File: config.mk
export PLATFORM = sky130hd
export DESIGN_NAME = wb_buffer
export DESIGN_NICKNAME = d
export VERILOG_FILES = /design/src/rtl/wb_buffer.sv
export SDC_FILE = /design/constraint.sdc
export NUM_CORES = 1
export LEC_CHECK = 0
export BUFFER_PORTS_ARGS = -buffer_cell sky130_fd_sc_hd__buf_2
export CELL_PAD_IN_SITES_DETAIL_PLACEMENT = 1
export CELL_PAD_IN_SITES_GLOBAL_PLACEMENT = 1
export CORE_MARGIN = 4
export CORE_UTILIZATION = 50
export CTS_CLUSTER_DIAMETER = 120
export DETAILED_ROUTE_END_ITERATION = 8
export GPL_ROUTABILITY_DRIVEN = 0
export PLACE_DENSITY_LB_ADDON = 0.1
export SLEW_MARGIN = 10
export SYNTH_ARGS = -nofsm -noshare
export SYNTH_HDL_FRONTEND = slang
export SYNTH_SLANG_ARGS = --single-unit
File: constraint.sdc
create_clock -name clk -period 7.82 [get_ports clk]
set_clock_uncertainty 0.2 [all_clocks]
set_input_delay 1.564 -clock clk [delete_from_list [all_inputs] [get_ports clk]]
set_output_delay 1.564 -clock clk [all_outputs]
set_load 0.05 [all_outputs]
File: src/rtl/wb_buffer.sv
// Write-back buffer: queues execute/memory results, retires one per cycle to the
// register-file write port and forwards the youngest pending value to operand reads.
module wb_buffer #(
    parameter int unsigned DEPTH = 4
) (
    input  logic                    clk,
    input  logic                    reset,

    input  logic                    ex_valid,
    input  logic [4:0]              ex_dest,
    input  logic [31:0]             ex_val,
    output logic                    ex_ready,

    input  logic                    mem_valid,
    input  logic [4:0]              mem_dest,
    input  logic [31:0]             mem_val,
    output logic                    mem_ready,

    output logic                    write_enable,
    output logic [4:0]              dest,
    output logic [31:0]             destVal,

    input  logic [4:0]              source1,
    input  logic [4:0]              source2,
    output logic                    fwd1_hit,
    output logic [31:0]             fwd1_val,
    output logic                    fwd2_hit,
    output logic [31:0]             fwd2_val,

    output logic                    empty,
    output logic [$clog2(DEPTH):0]  count
);

    localparam int unsigned PW = $clog2(DEPTH);
    localparam int unsigned CW = PW + 1;

    // Entry storage carries no reset; only slots inside [head, head+count) are ever read.
    logic [4:0]    ent_dest [DEPTH];
    logic [31:0]   ent_val  [DEPTH];

    logic [PW-1:0] head_q, head_d;
    logic [PW-1:0] tail_q, tail_d;
    logic [PW-1:0] ex_slot;
    logic [CW-1:0] count_q, count_d;
    logic [CW-1:0] free;

    logic          we_q, we_d;
    logic [4:0]    dest_q, dest_d;
    logic [31:0]   val_q, val_d;

    logic          mem_takes_slot;
    logic          mem_acc, ex_acc;
    logic          mem_enq, ex_enq;
    logic          deq;

    // Handshake and queue bookkeeping
    always_comb begin
        free           = CW'(DEPTH) - count_q;
        mem_takes_slot = mem_valid && (mem_dest != 5'd0);
        mem_ready      = (free >= CW'(1));
        ex_ready       = (free >= CW'(2)) || ((free >= CW'(1)) && !mem_takes_slot);

        mem_acc = mem_valid && mem_ready;
        ex_acc  = ex_valid && ex_ready;
        mem_enq = mem_acc && (mem_dest != 5'd0);
        ex_enq  = ex_acc && (ex_dest != 5'd0);
        deq     = (count_q != '0);

        // The mem entry is older, so it takes the tail slot when both enqueue.
        ex_slot = mem_enq ? (tail_q + PW'(1)) : tail_q;
        tail_d  = tail_q + PW'(mem_enq) + PW'(ex_enq);
        head_d  = head_q + PW'(deq);
        count_d = count_q + CW'(mem_enq) + CW'(ex_enq) - CW'(deq);
    end

    // Register-file write port: retire the head entry, otherwise hold dest/value.
    always_comb begin
        we_d   = 1'b0;
        dest_d = dest_q;
        val_d  = val_q;
        if (deq) begin
            we_d   = 1'b1;
            dest_d = ent_dest[head_q];
            val_d  = ent_val[head_q];
        end
    end

    always_ff @(posedge clk) begin
        if (!reset) begin
            if (mem_enq) begin
                ent_dest[tail_q] <= mem_dest;
                ent_val[tail_q]  <= mem_val;
            end
            if (ex_enq) begin
                ent_dest[ex_slot] <= ex_dest;
                ent_val[ex_slot]  <= ex_val;
            end
        end
    end

    always_ff @(posedge clk) begin
        if (reset) begin
            head_q  <= '0;
            tail_q  <= '0;
            count_q <= '0;
            we_q    <= 1'b0;
            dest_q  <= '0;
            val_q   <= '0;
        end else begin
            head_q  <= head_d;
            tail_q  <= tail_d;
            count_q <= count_d;
            we_q    <= we_d;
            dest_q  <= dest_d;
            val_q   <= val_d;
        end
    end

    // Forwarding: scan from the output register through the queue oldest-to-youngest,
    // letting each later match override, so the youngest value wins.
    always_comb begin
        logic [PW-1:0] idx;
        fwd1_hit = 1'b0;
        fwd1_val = '0;
        fwd2_hit = 1'b0;
        fwd2_val = '0;
        idx      = '0;

        if (we_q && (dest_q == source1)) begin
            fwd1_hit = 1'b1;
            fwd1_val = val_q;
        end
        if (we_q && (dest_q == source2)) begin
            fwd2_hit = 1'b1;
            fwd2_val = val_q;
        end

        for (int i = 0; i < int'(DEPTH); i++) begin
            idx = head_q + PW'(i);
            if (CW'(i) < count_q) begin
                if (ent_dest[idx] == source1) begin
                    fwd1_hit = 1'b1;
                    fwd1_val = ent_val[idx];
                end
                if (ent_dest[idx] == source2) begin
                    fwd2_hit = 1'b1;
                    fwd2_val = ent_val[idx];
                end
            end
        end

        // Register 0 is never forwarded.
        if (source1 == 5'd0) begin
            fwd1_hit = 1'b0;
            fwd1_val = '0;
        end
        if (source2 == 5'd0) begin
            fwd2_hit = 1'b0;
            fwd2_val = '0;
        end
    end

    assign write_enable = we_q;
    assign dest         = dest_q;
    assign destVal      = val_q;
    assign count        = count_q;
    assign empty        = (count_q == '0);

endmodule

; Word level (Yosys, flattened, before mapping)
; Memories as Yosys holds them, arrays and structs flattened. A register that Yosys moved wholly into a read port is not among the register bits.
; Index checks and enable logic that the tools add are counted.
[word_totals]
mem_bits_rw = 148
ff_bits = 45
mem_count = 2
input_bits = 88
word_cells = 101
[classes]
order_cmp = 6
muxes = 50
n_eq_ne = 10
reduce_logical = 16
n_addsub = 11
[memory_table]
columns = memory, depth, width, rd, rd_ports_with_merged_regs, write_ports, line_no
row1 = ent_val, 4, 32, 4, 1, 2, 39  ; logic [31:0] ent_val [DEPTH];
row2 = ent_dest, 4, 5, 4, 1, 2, 38  ; logic [4:0] ent_dest [DEPTH];
[ops]
columns = op, n
row1 = 32-bit 2-to-1 mux, 20
row2 = 5-bit == test, 10
row3 = 1-bit 2-to-1 mux, 27
row4 = 5-bit zero test, 2
row5 = 5-bit nonzero test, 2
row6 = 1-bit logical AND, 8
row7 = 2-bit by 1-bit adder with 2-bit output, 3
row8 = 3-bit by 1-bit adder with 3-bit output, 2
row9 = 1-bit by 3-bit less-than comparator with 1-bit output (first input constant), 2
row10 = 2-bit by 3-bit less-than comparator with 1-bit output (first input constant), 2
row11 = 2-bit 2-to-1 mux, 3
row12 = 2-bit by 1-bit adder with 2-bit output (second input constant), 2
row13 = 2-bit adder (second input constant), 2
row14 = 3-bit by 1-bit greater-or-equal comparator with 1-bit output (second input constant), 1
row15 = 3-bit by 2-bit greater-or-equal comparator with 1-bit output (second input constant), 1
row16 = 3-bit zero test, 1
row17 = 3-bit nonzero test, 1
row18 = 3-bit by 1-bit subtractor with 3-bit output, 1
row19 = 3-bit subtractor (first input constant), 1
row20 = 1-bit zero test, 1
row21 = 1-bit logical OR, 1

; Logic depth before layout (Yosys ltp)
[depth]
depth_word = 12
mapped_depth = 12
ltp_nobuf = 11

; Worst setup path before layout
; OpenSTA, ideal clock, no wires.
[synth_timing]
path_type = input port to output port
from = input source2[3]
to = output fwd2_val[0]
arrival_time_ns = 4.174
path_slack_ns = 1.882
required_time_ns = 6.056
cell_stages = 8
path_cell_list = clkbuf_1 > xnor2_1 > nor3_1 > o211ai_1 > o21ba_2 > buf_2 > a211oi_1 > o31ai_1
[synth_between]
elab_chain_cells = 12
word_cells_on_any_way = 17
[synth_rtl]
columns = item, line_no
row1 = start: declaration, 24  ; input logic [4:0] source2,
row2 = 5-bit == test, 133  ; if (we_q && (dest_q == source2)) begin
row3 = 1-bit logical AND, 133
row4 = 32-bit 2-to-1 mux, 133
row5 = 32-bit 2-to-1 mux, 145  ; if (ent_dest[idx] == source2) begin
row6 = 32-bit 2-to-1 mux, 140  ; if (CW'(i) < count_q) begin
row7 = 32-bit 2-to-1 mux, 145
row8 = 32-bit 2-to-1 mux, 140
row9 = 32-bit 2-to-1 mux, 145
row10 = 32-bit 2-to-1 mux, 140
row11 = 32-bit 2-to-1 mux, 145
row12 = 32-bit 2-to-1 mux, 140
row13 = 32-bit 2-to-1 mux (*), 157  ; if (source2 == 5'd0) begin
row14 = end: declaration, 28  ; output logic [31:0] fwd2_val,
; Mark *: on every way between the ends. The rest lies on a longest branch, timed or not.

; Final worst setup path
[layout_timing]
from = register head_q[0]
to = output fwd2_val[5]
[layout_between]
elab_chain_cells = 10
word_cells_on_any_way = 15
[layout_rtl]
columns = item, line_no
row1 = start: declaration, 41  ; logic [PW-1:0] head_q, head_d;
row2 = start signal: assignment, 103  ; head_q <= '0;
row3 = start signal: assignment, 110  ; head_q <= head_d;
row4 = 2-bit by 1-bit adder with 2-bit output, 139  ; idx = head_q + PW'(i);
row5 = memory read 4 x 5 bit, --
row6 = 5-bit == test, 145
row7 = 32-bit 2-to-1 mux, 145
row8 = 32-bit 2-to-1 mux, 140
row9 = 32-bit 2-to-1 mux, 145
row10 = 32-bit 2-to-1 mux, 140
row11 = 32-bit 2-to-1 mux, 145
row12 = 32-bit 2-to-1 mux (*), 140
row13 = 32-bit 2-to-1 mux (*), 157
; Marked as above.

==> flow_summary.ini <==
[clock_network]
cts_max_level = 4
cts_hold_buf = 0
cts.path.max_buffers = 2
post-cts-setup-buffers = 0
cts-buffers-inserted = 17
clk_pin_slew_ns = 0.07
cts_root_buffer = clkbuf_16
cts.repair.resized = 0
clkSinkCount = 193
clock_insertion_delay_worst_skew_ns = 0.46
cts_tree = yes

[final_layout]
layout-drive-gt1-share = 0.332
multi_input_area_mm2 = 0.00959
register_area_mm2 = 0.00535
area_growth_pct = 11.0
fillers = 3481
final_util = 0.564
fin_nets = 1793

[critical_path]
worstPathRequired_ns = 6.06
slowest_delay_ns = 0.91
crit_path_start = head_q[0]
critPathArrivalTime_ns = 4.75
path_cells = mux4_2 -> nand2b_1 -> nand3_2 -> buf_4 -> o21ba_2 -> a211oi_1 -> o31ai_1 -> buf_2
cp_slowest_cell = o21ba_2
reg2reg_depth = 11
start_kind = flip-flop
path_class = reg -> out
end_kind = output pin
r2r_start = count[1]
reg2reg_to = ent_val[0][23]
crit_end = fwd2_val[5]
crit_fanout = 45
reg2reg_slack_ns = 3.50

[timing]
finalCritPeriodShare = 0.833
setup_viol = 0
relSlewSlack = 0.291
fmax_mhz = 154
post-route-min-period_ns = 6.51
fin_tns_setup_ns = 0
hold_viol_final = 0
slew_viol_final = 0
grt_setup_unrepaired = no
worst_slew_pin_slew_ns = 1.06

[logic_synthesis]
synth_ff_type = edfxtp_1
yosysWarnings = 0
synth_top_area_frac = 0.284
async_reset_ff_frac = 0
yosysUniqueCellTypes = 63
synth.most_common_cell = nand2_1
netlist_area_mm2 = 0.0156
synth-seq-cells = 193
synth-edff-count = 148
ys_top_cells_by_count = nand2_1 (256), mux2_2 (177), mux2i_1 (149)
synth_area_leader_cell = edfxtp_1
yosysSeqAreaShare = 0.342
syn_avg_cell_area_um2 = 9.87
synth_nets = 1687
netlist_top_cells_area = edfxtp_1 (28%), mux2_2 (13%), mux2i_1 (9.5%)
syn-instance-count = 1584

[floorplan]
die_h_um = 185
core_mm2 = 0.0307
die_w_um = 185
dieArea_mm2 = 0.0341
start_util = 0.508
placement_rows = 64
io_pins = 198

[power_and_ir_drop]
p_int_mw = 3.25
power_frac_clock = 0.140
ir_worst_vdd_mv = 0.212
power-per-cell-area_mw_per_mm2 = 390
p_comb_frac = 0.606
seqPwrFrac = 0.254
power_switching_mw = 3.52
switching_share = 0.520
p_leak_nw = 6.39

[outcome]
outcome = finished, final reports clean

[global_route]
grt_max_degree = 94
grtUsageTotal = 0.321
grt_pass1_wl_um = 83600
antenna_found_initial = 3
overflow = 0
grt_pass1_vias = 14391

[drt]
wirelength_um = 55100
firstDrtPassIters = 5
via_per_inst = 6.50
num_vias = 13663
drt_iter0_drc = 1155
wl_per_cell_um = 26.2
drc = 0
drtAntennaViolNets = 0

[worst_hold_path]
min-delay-start = dest[3]
min_path_type = reg -> reg

[placed_design]
placement.io_buffers = 197
dpl.hpwl_um = 35700

[run]
drv_cap = 0
metrics by stage:
step	instances	total power [mW]	setup WS (ns)	cell area [µm²]	hold slack, ns
3_3_place_gp	2066	5.65	1.63	16700	0.311
3_5_place_dp	2066	5.77	1.49	16700	0.332
5_1_grt	2101	7.14	1.09	17300	0.363
6_report	2101	6.77	1.31	17300	0.338
4_1_cts	2098	6.74	1.42	17300	0.343
2_1_floorplan	1584	4.70	1.88	15600	0.369
area by class of cell:
class                           count  share of cell area
Inverter                           13             0.00296
Timing Repair Buffer              228              0.0714
Multi-Input combinational cell   1237               0.553
Sequential cell                   193               0.309
Antenna cell                        2            0.000288
Clock inverter                     10             0.00909
Tap cell                          396              0.0286
Clock buffer                       22              0.0262
routing by layer:
metal,track usage,part of all wire,vias up
met5,0,0.00022,-
met4,0.130,0.034,2
met3,0.0491,0.063,131
met2,0.547,0.49,559
met1,0.409,0.41,6882
li1,-,-,6089
critical path: cells and delay by family, from the launching register on:
family | cells | cell delay (ns)
AO/OA/AOI/OAI | 3 | 1.71
buffers and inverters | 2 | 0.83
flip-flops | 1 | 0.76
multiplexers | 1 | 0.65
AND/OR/NAND/NOR | 2 | 0.29
power groups by stage:
stage | sequential, mW | combinational [mW] | clock (mW)
2_1_floorplan | 1.93 | 2.77 | 0
3_3_place_gp | 1.71 | 3.94 | 0
3_5_place_dp | 1.73 | 4.04 | 0
4_1_cts | 1.71 | 4.07 | 0.956
5_1_grt | 1.76 | 4.38 | 0.995
6_report | 1.72 | 4.10 | 0.951
cell usage in the layout (no fill, tap or decap), drive strengths merged, types with 19 or more instances in the layout:
| cell | n |
|---|---|
| nand2 | 257 |
| buf | 228 |
| mux2 | 202 |
| mux2i | 150 |
| edfxtp | 148 |
| nor2 | 87 |
| a21oi | 72 |
| dfxtp | 45 |
| nor3 | 41 |
| o21ai | 40 |
| xnor2 | 37 |
| o211ai | 33 |
| a22oi | 32 |
| o221ai | 31 |
| or2 | 30 |
| a211oi | 29 |
| o31ai | 26 |
| and3 | 26 |
| o22a | 23 |
| clkbuf | 22 |
| xor2 | 19 |
flip-flops by register name, summed over array words and instances (netlist names):
| register | flops |
|---|---|
| tail_q | 2 |
| destVal | 32 |
| write_enable | 1 |
| dest | 5 |
| ent_dest | 20 |
| ent_val | 128 |
| count | 3 |
| head_q | 2 |
cell families after synthesis:
family | after synthesis | share of synthesized area
compound gates | 324 | 0.165
xor+xnor | 56 | 0.0314
fa+ha+maj | 15 | 0.0135
buf+inv | 154 | 0.0486
flops | 193 | 0.342
mux | 367 | 0.264
simple gates | 475 | 0.136
how the worst min path moves through the flow:
stage	endpoint	cells past startpoint
after floorplan	head_q[0]	2
after global placement	dest[0]	2
after detailed placement	dest[2]	2
after CTS	dest[2]	2
after global routing	dest[2]	2
final	dest[3]	2
Power figures use the tool's default switching activity.
